**config.mk**
```make
export PLATFORM = sky130hd
export DESIGN_NAME = sram_like_arbiter
export DESIGN_NICKNAME = d
export VERILOG_FILES = /design/src/rtl/sram_like_arbiter.sv
export SDC_FILE = /design/constraint.sdc
export NUM_CORES = 1
export LEC_CHECK = 0
export BUFFER_PORTS_ARGS = -buffer_cell sky130_fd_sc_hd__buf_2
export CORE_AREA = 5 5 118 120
export CTS_BUF_LIST = sky130_fd_sc_hd__clkbuf_4 sky130_fd_sc_hd__clkbuf_8
export DETAILED_ROUTE_END_ITERATION = 8
export DIE_AREA = 0 0 123 125
export SLEW_MARGIN = 20
export SYNTH_ARGS = -nofsm -noshare
export SYNTH_HDL_FRONTEND = slang
export SYNTH_SLANG_ARGS = --single-unit
```
**constraint.sdc**
```tcl
create_clock -name clk -period 5.05 [get_ports clk]
set_input_delay 1.01 -clock clk [delete_from_list [all_inputs] [get_ports clk]]
set_output_delay 1.01 -clock clk [all_outputs]
set_load 0.005 [all_outputs]
```
**src/rtl/sram_like_arbiter.sv**
```systemverilog
// Two-to-one sram-like port arbiter: data requester normally wins, inst gets a
// guaranteed grant after STARVE_LIMIT lost cycles; responses routed via in-order owner FIFO.
module sram_like_arbiter #(
    parameter int unsigned DEPTH        = 2,
    parameter int unsigned STARVE_LIMIT = 4
) (
    input  logic        clk,
    input  logic        reset,

    input  logic        inst_req,
    input  logic        inst_wr,
    input  logic [1:0]  inst_size,
    input  logic [31:0] inst_addr,
    input  logic [31:0] inst_wdata,
    output logic        inst_addr_ok,
    output logic        inst_data_ok,
    output logic [31:0] inst_rdata,

    input  logic        data_req,
    input  logic        data_wr,
    input  logic [1:0]  data_size,
    input  logic [31:0] data_addr,
    input  logic [31:0] data_wdata,
    output logic        data_addr_ok,
    output logic        data_data_ok,
    output logic [31:0] data_rdata,

    output logic        mem_req,
    output logic        mem_wr,
    output logic [1:0]  mem_size,
    output logic [31:0] mem_addr,
    output logic [31:0] mem_wdata,
    input  logic        mem_addr_ok,
    input  logic        mem_data_ok,
    input  logic [31:0] mem_rdata,

    output logic        protocol_err
);

    localparam int unsigned PTR_W = (DEPTH > 1) ? $clog2(DEPTH) : 1;
    localparam int unsigned CNT_W = $clog2(DEPTH + 1);
    localparam int unsigned STV_W = (STARVE_LIMIT > 0) ? $clog2(STARVE_LIMIT + 1) : 1;

    localparam logic OWNER_INST = 1'b0;
    localparam logic OWNER_DATA = 1'b1;

    typedef enum logic [1:0] {GrantNone, GrantInst, GrantData} grant_e;

    grant_e grant;

    logic             owner_q [DEPTH];
    logic [PTR_W-1:0] rd_ptr_q, rd_ptr_d;
    logic [PTR_W-1:0] wr_ptr_q, wr_ptr_d;
    logic [CNT_W-1:0] count_q, count_d;
    logic             lock_q, lock_d;
    logic             lock_owner_q, lock_owner_d;
    logic [STV_W-1:0] starve_q, starve_d;
    logic             perr_q, perr_d;

    logic full;
    logic push;
    logic pop;
    logic head;

    function automatic logic [PTR_W-1:0] ptr_inc(input logic [PTR_W-1:0] ptr);
        if (ptr == PTR_W'(DEPTH - 1)) begin
            return '0;
        end
        return ptr + PTR_W'(1);
    endfunction

    always_comb begin
        grant = GrantNone;
        if (lock_q) begin
            grant = (lock_owner_q == OWNER_DATA) ? GrantData : GrantInst;
        end else if (starve_q == STV_W'(STARVE_LIMIT) && inst_req) begin
            grant = GrantInst;
        end else if (data_req) begin
            grant = GrantData;
        end else if (inst_req) begin
            grant = GrantInst;
        end
    end

    // A pop in the same cycle does not free a slot for issue.
    assign full = (count_q == CNT_W'(DEPTH));

    always_comb begin
        mem_req   = 1'b0;
        mem_wr    = data_wr;
        mem_size  = data_size;
        mem_addr  = data_addr;
        mem_wdata = data_wdata;
        unique case (grant)
            GrantInst: begin
                mem_req   = inst_req && !full;
                mem_wr    = inst_wr;
                mem_size  = inst_size;
                mem_addr  = inst_addr;
                mem_wdata = inst_wdata;
            end
            GrantData: mem_req = data_req && !full;
            default:   mem_req = 1'b0;
        endcase
    end

    assign push = mem_req && mem_addr_ok;
    assign pop  = mem_data_ok && (count_q != '0);
    assign head = owner_q[rd_ptr_q];

    assign inst_addr_ok = push && (grant == GrantInst);
    assign data_addr_ok = push && (grant == GrantData);
    assign inst_data_ok = pop && (head == OWNER_INST);
    assign data_data_ok = pop && (head == OWNER_DATA);
    assign inst_rdata   = mem_rdata;
    assign data_rdata   = mem_rdata;
    assign protocol_err = perr_q;

    always_comb begin
        rd_ptr_d     = rd_ptr_q;
        wr_ptr_d     = wr_ptr_q;
        count_d      = count_q;
        lock_d       = lock_q;
        lock_owner_d = lock_owner_q;
        starve_d     = starve_q;
        perr_d       = perr_q;

        if (push) begin
            wr_ptr_d = ptr_inc(wr_ptr_q);
        end
        if (pop) begin
            rd_ptr_d = ptr_inc(rd_ptr_q);
        end
        unique case ({push, pop})
            2'b10:   count_d = count_q + CNT_W'(1);
            2'b01:   count_d = count_q - CNT_W'(1);
            default: count_d = count_q;
        endcase

        if (mem_req && !mem_addr_ok) begin
            lock_d       = 1'b1;
            lock_owner_d = (grant == GrantData) ? OWNER_DATA : OWNER_INST;
        end else if (mem_req && mem_addr_ok) begin
            lock_d = 1'b0;
        end

        if (!inst_req || inst_addr_ok) begin
            starve_d = '0;
        end else if (!lock_q && grant == GrantData && !full &&
                     starve_q != STV_W'(STARVE_LIMIT)) begin
            starve_d = starve_q + STV_W'(1);
        end

        if (mem_data_ok && count_q == '0) begin
            perr_d = 1'b1;
        end
    end

    always_ff @(posedge clk) begin
        if (reset) begin
            rd_ptr_q     <= '0;
            wr_ptr_q     <= '0;
            count_q      <= '0;
            lock_q       <= 1'b0;
            lock_owner_q <= OWNER_INST;
            starve_q     <= '0;
            perr_q       <= 1'b0;
        end else begin
            rd_ptr_q     <= rd_ptr_d;
            wr_ptr_q     <= wr_ptr_d;
            count_q      <= count_d;
            lock_q       <= lock_d;
            lock_owner_q <= lock_owner_d;
            starve_q     <= starve_d;
            perr_q       <= perr_d;
        end
    end

    // Owner slots need no reset: only entries between rd_ptr and wr_ptr are ever read.
    always_ff @(posedge clk) begin
        if (!reset && push) begin
            owner_q[wr_ptr_q] <= (grant == GrantData) ? OWNER_DATA : OWNER_INST;
        end
    end

endmodule

```
* Word level (Yosys, flattened, before mapping)
Memories as Yosys holds them, arrays and structs flattened. A register that Yosys moved wholly into a read port is not among the register bits.
Index checks and enable logic that the tools add are counted.
** Operators by class
- Add/subtract/negate cells :: 5
- Equal/unequal tests :: 7
- Muxes and demuxes :: 26
- Bitwise operators :: 1
- Reduce and logical (&&, ||, !) cells :: 26
** Operators with widths (count)
- $mux W32 :: 2
- $mux W1 :: 17
- $logic_and A1 B1 Y1 :: 15
- $mux W2 :: 5
- $eq A2 B2 Y1 const B :: 3
- $reduce_bool A2 Y1 :: 3
- $logic_not A1 Y1 :: 5
- $eq A2 B1 Y1 const B :: 2
- $pmux W2 S2 :: 1
- $add A3 B1 Y3 const B :: 1
- $eq A3 B3 Y1 const B :: 1
- $ne A3 B3 Y1 const B :: 1
- $add A1 B1 Y1 const B :: 2
- $add A2 B1 Y2 const B :: 1
- $logic_not A2 Y1 :: 1
- $pmux W1 S2 :: 1
- $reduce_or A2 Y1 :: 1
- $sub A2 B1 Y2 const B :: 1
- $logic_or A1 B1 Y1 :: 1
- $not A1 Y1 :: 1
** Word-level totals
- Register bits :: 10
- Bits in writable memories :: 2
- Input port bits :: 172
- Output and inout bits :: 137
- Logic and storage cells :: 73
- Memories :: 1
** Memories
- owner_q :: words 2, width 1, read ports 1, clocked after memory_dff 1, wr ports 1, line 51 : logic owner_q [DEPTH];

* Depth between registers and ports, before layout
- Depth in word-level cells :: 10
- Depth in mapped cells :: 14
- Gate-level depth less buffers :: 14

* Worst setup path before layout
Ideal clock, no wire load.
- Path type :: input port to output port
- Start point :: input data_req
- End point :: output mem_wdata[19]
- Arrival time :: 2552 ps
- Required time :: 4040 ps
- Setup slack :: 1488 ps
- Stages :: 8
- Path buffers :: 3
- Path through :: a21boi_0 o31a_1 o21ai_0 ha_1 clkbuf_1 buf_2 buf_2 mux2_2
** On the way
- Longest elaborated chain between the ends :: 5
** Ends and longest elaborated chain
- from (decl) :: line 19 : input logic data_req,
- $mux W2 :: line 78 : end else if (data_req) begin
- $mux W2 :: line 76 : end else if (starve_q == STV_W'(STARVE_LIMIT) && inst_req) begin
- $mux W2 :: line 74 : if (lock_q) begin
- $eq A2 B1 Y1 :: line 94 : unique case (grant)
- $mux W32 :: line 94
- to (decl) :: line 32 : output logic [31:0] mem_wdata,
Every way passes these cells.

* Worst setup path after layout
- Start point :: input data_req
- End point :: output mem_addr[20]
** On the way
- Longest elaborated chain between the ends :: 5
** Ends and longest elaborated chain
- $mux W2 :: line 78
- $mux W2 :: line 76
- $mux W2 :: line 74
- $eq A2 B1 Y1 :: line 94
- $mux W32 :: line 94
- to (decl) :: line 31 : output logic [31:0] mem_addr,
Every way passes these cells.

==> results by group <==
CTS
  • Worst-Skew Late Latency: 0.24 ns
  • Clock Path Buffers: 2
  • CTS root buf: clkbuf_8
  • CTS Buf Count: 3
  • CTS tree: done
  • Clk sinks: 13
  • CTS HTree Levels: 1
  • CTS resizes: 0
  • Worst-path clk slew: 0.05 ns
  • Post-CTS Setup Bufs: 0
  • Hold_buf cts: 0

Logic synthesis
  • Synth unique cells: 31
  • Avg Synthesized Cell Area: 9.05 um2
  • Cells after synthesis: 222
  • Top-area cell type share of the netlist area: 38.1%
  • Post-synthesis register bit count: 13
  • Yosys top cell by area: mux2_2
  • Synth top area cells: mux2_2 (38%), buf_4 (24%), dfxtp_1 (11%)
  • Seq/Total Area, Yosys: 13.9%
  • YS warnings: 0
  • Mapped cell area: 2010 um2
  • Mapped Nets: 399

STA
  • Fin crit share: 79.2%
  • Setup tns final: 0 ns
  • Relative slew slack: 55.3%
  • Slew of the pin with the lowest slew margin: 0.670 ns
  • Fmax achieved: 0.250 GHz
  • Final Max Tran Viols: 0
  • Fin Hold WS: 0.470 ns
  • Final Hold Viols: 0
  • RSZ-0062 raised after global routing: false
  • Final count of negative-setup-slack endpoints: 0
  • Clock skew: 0.00131 ns
  • Post-layout min period: 4.00 ns

Place
  • Dpl hpwl: 8.53 mm
  • Placed inst area: 2800 um2
  • Port buffer count: 212
  • Gpl congestion: 0.837
  • Inst Count DP: 537

Final layout
  • Ratio of cells with drive above 1 in the final layout: 78.6%
  • Design Area, Final: 2840 um2
  • Layout net count: 543
  • Area taken by multi-input logic gates: 1180 um2
  • Sequential cell area: 280 um2
  • Diodes inserted: 0
  • Final std cells w/o fill: 541
  • Fill cell count: 1460
  • Synth-to-Final Area Change: 41.5%

Die
  • Core Region: 12900 um2
  • Die Y: 125 um
  • Starting Density: 15.6%
  • I/O Pins: 309
  • Full die area: 15400 um2
  • Row count: 42
  • Die Span X: 123 um

Routing
  • Detailed Route Iter0 Violations: 88
  • Routed len/inst: 17.4 um
  • Drt drc: 0
  • Vias: 2068
  • Post-Route WL: 9.43 mm
  • Routed Antenna Nets: 0
  • Pre-antenna DRT Iters: 4
  • Vias per std cell: 3.82

Power
  • PwrDens: 321 nW/um2
  • Worst VDD drop: 0.000107 V
  • Total Power: 912 uW
  • Static Leakage: 0.00142 uW

Setup path
  • Critical Path AT: 2.99 ns
  • Required time of the critical path: 4.04 ns
  • Crit Path Category: in -> out
  • Worst Setup End Kind: primary output
  • CP max FO: 39
  • Nature of the critical path startpoint: input port

Global routing
  • Global Route Usage Sum: 11.3%
  • Pin count of the biggest net entering global routing: 40
  • Total congestion overflow: 0
  • Global-route wire length before repair: 13.4 mm
  • Number of global-route vias before repair: 2187
  • Initial antenna violation count: 1

Worst hold path
  • Tightest Hold Check Type: reg -> reg

Job
  • Max_cap viols: 0

Outcome
  • Status: finished clean
==> where the power goes <==
| group | internal [uW] | switching, uW |
|---|---|---|
| Combinational | 362 | 309 |
| Clock | 61.1 | 37.2 |
| Sequential | 126 | 16.6 |
==> final cells by class <==
type                       instances  share of cell area, %
sequential                        13                   9.85
tap                              176                   7.74
clock buffer                       4                   1.72
inverter                           8                   1.06
timing repair buffer             213                   38.0
multi-input combinational        127                   41.6
==> logic make-up (layout without fill, tap and decap cells) <==
group	after synthesis	count (layout)	synth area share, %
buffers and inverters	82	225	27.8
multiplexers	70	70	39.1
AND/OR/NAND/NOR	30	30	8.47
AO/OA/AOI/OAI	19	19	6.29
flip-flops	13	13	13.9
adder cells (fa/ha/maj)	5	5	3.11
XOR/XNOR	3	3	1.31
==> worst max-delay path, cell delays in order <==
cell and delay [ns]:
buf_2 0.13, a21boi_0 0.12, o31a_1 0.27, o21ai_0 0.14, ha_4 0.47, buf_12 0.29
mux2_2 0.39, buf_2 0.14
==> metal layers <==
| metal | global-route usage [%] | routed length, um | up-vias |
|---|---|---|---|
| met5 | 0 | 0 | - |
| met2 | 20.2 | 4780 | 136 |
| met1 | 13.2 | 3520 | 923 |
| li1 | - | - | 995 |
| met3 | 4.16 | 972 | 14 |
| met4 | 1.37 | 149 | 0 |
==> cell usage after synthesis, drive strengths merged <==
cell,count
a41o,1
nand4,1
clkbuf,1
a21boi,1
o211a,1
nor2b,3
o31ai,3
and3,1
o21ai,3
nor3,3
mux2i,2
or4,3
xnor2,1
nand2b,5
or4b,1
ha,5
or3,1
a21oi,7
dfxtp,11
o31a,1
o41ai,2
buf,73
nor2,9
and2,3
mux2,68
edfxtp,2
xor2,2
inv,8
==> per-stage QoR <==
stage	util (%)	setup WS (ns)
after floorplan	-	1.49
after global placement	21.7	1.06
after detailed placement	21.7	1.03
after CTS	22.1	1.03
after global routing	22.1	0.862
final	22.1	1.05
==> flip-flops by register name (all words and copies together) (netlist names), named ones only <==
signal,flops
starve_q,3
rd_ptr_q,1
wr_ptr_q,1
owner_q,2
count_q,2
protocol_err,1
lock_q,1
lock_owner_q,1
==> path summary, 6_finish.rpt <==
check / to / cells after the start / slack [ns] / start
worst max-delay path: mem_addr[20] / 8 / 1.05 / data_req
worst min-delay path: protocol_err / 2 / 0.47 / protocol_err
worst max register to register: count_q[1] / 13 / 1.91 / starve_q[0]
worst min register to register: protocol_err / 2 / 0.47 / protocol_err
==> placed cells by master (no fill, tap or decap), types with 3 or more instances in the layout <==
cell type / synthesis / final
a21oi_1: 7 / 7
buf_2: 8 / 212
clkbuf_8: 0 / 3
dfxtp_1: 11 / 11
ha_1: 5 / 4
inv_1: 8 / 8
mux2_2: 68 / 68
nand2b_1: 5 / 5
nor2_1: 9 / 9
nor2b_1: 3 / 3
nor3_1: 3 / 3
o21ai_0: 3 / 3
o31ai_1: 3 / 3
or4_1: 3 / 3
No activity file was read; power rests on OpenSTA's default activity.
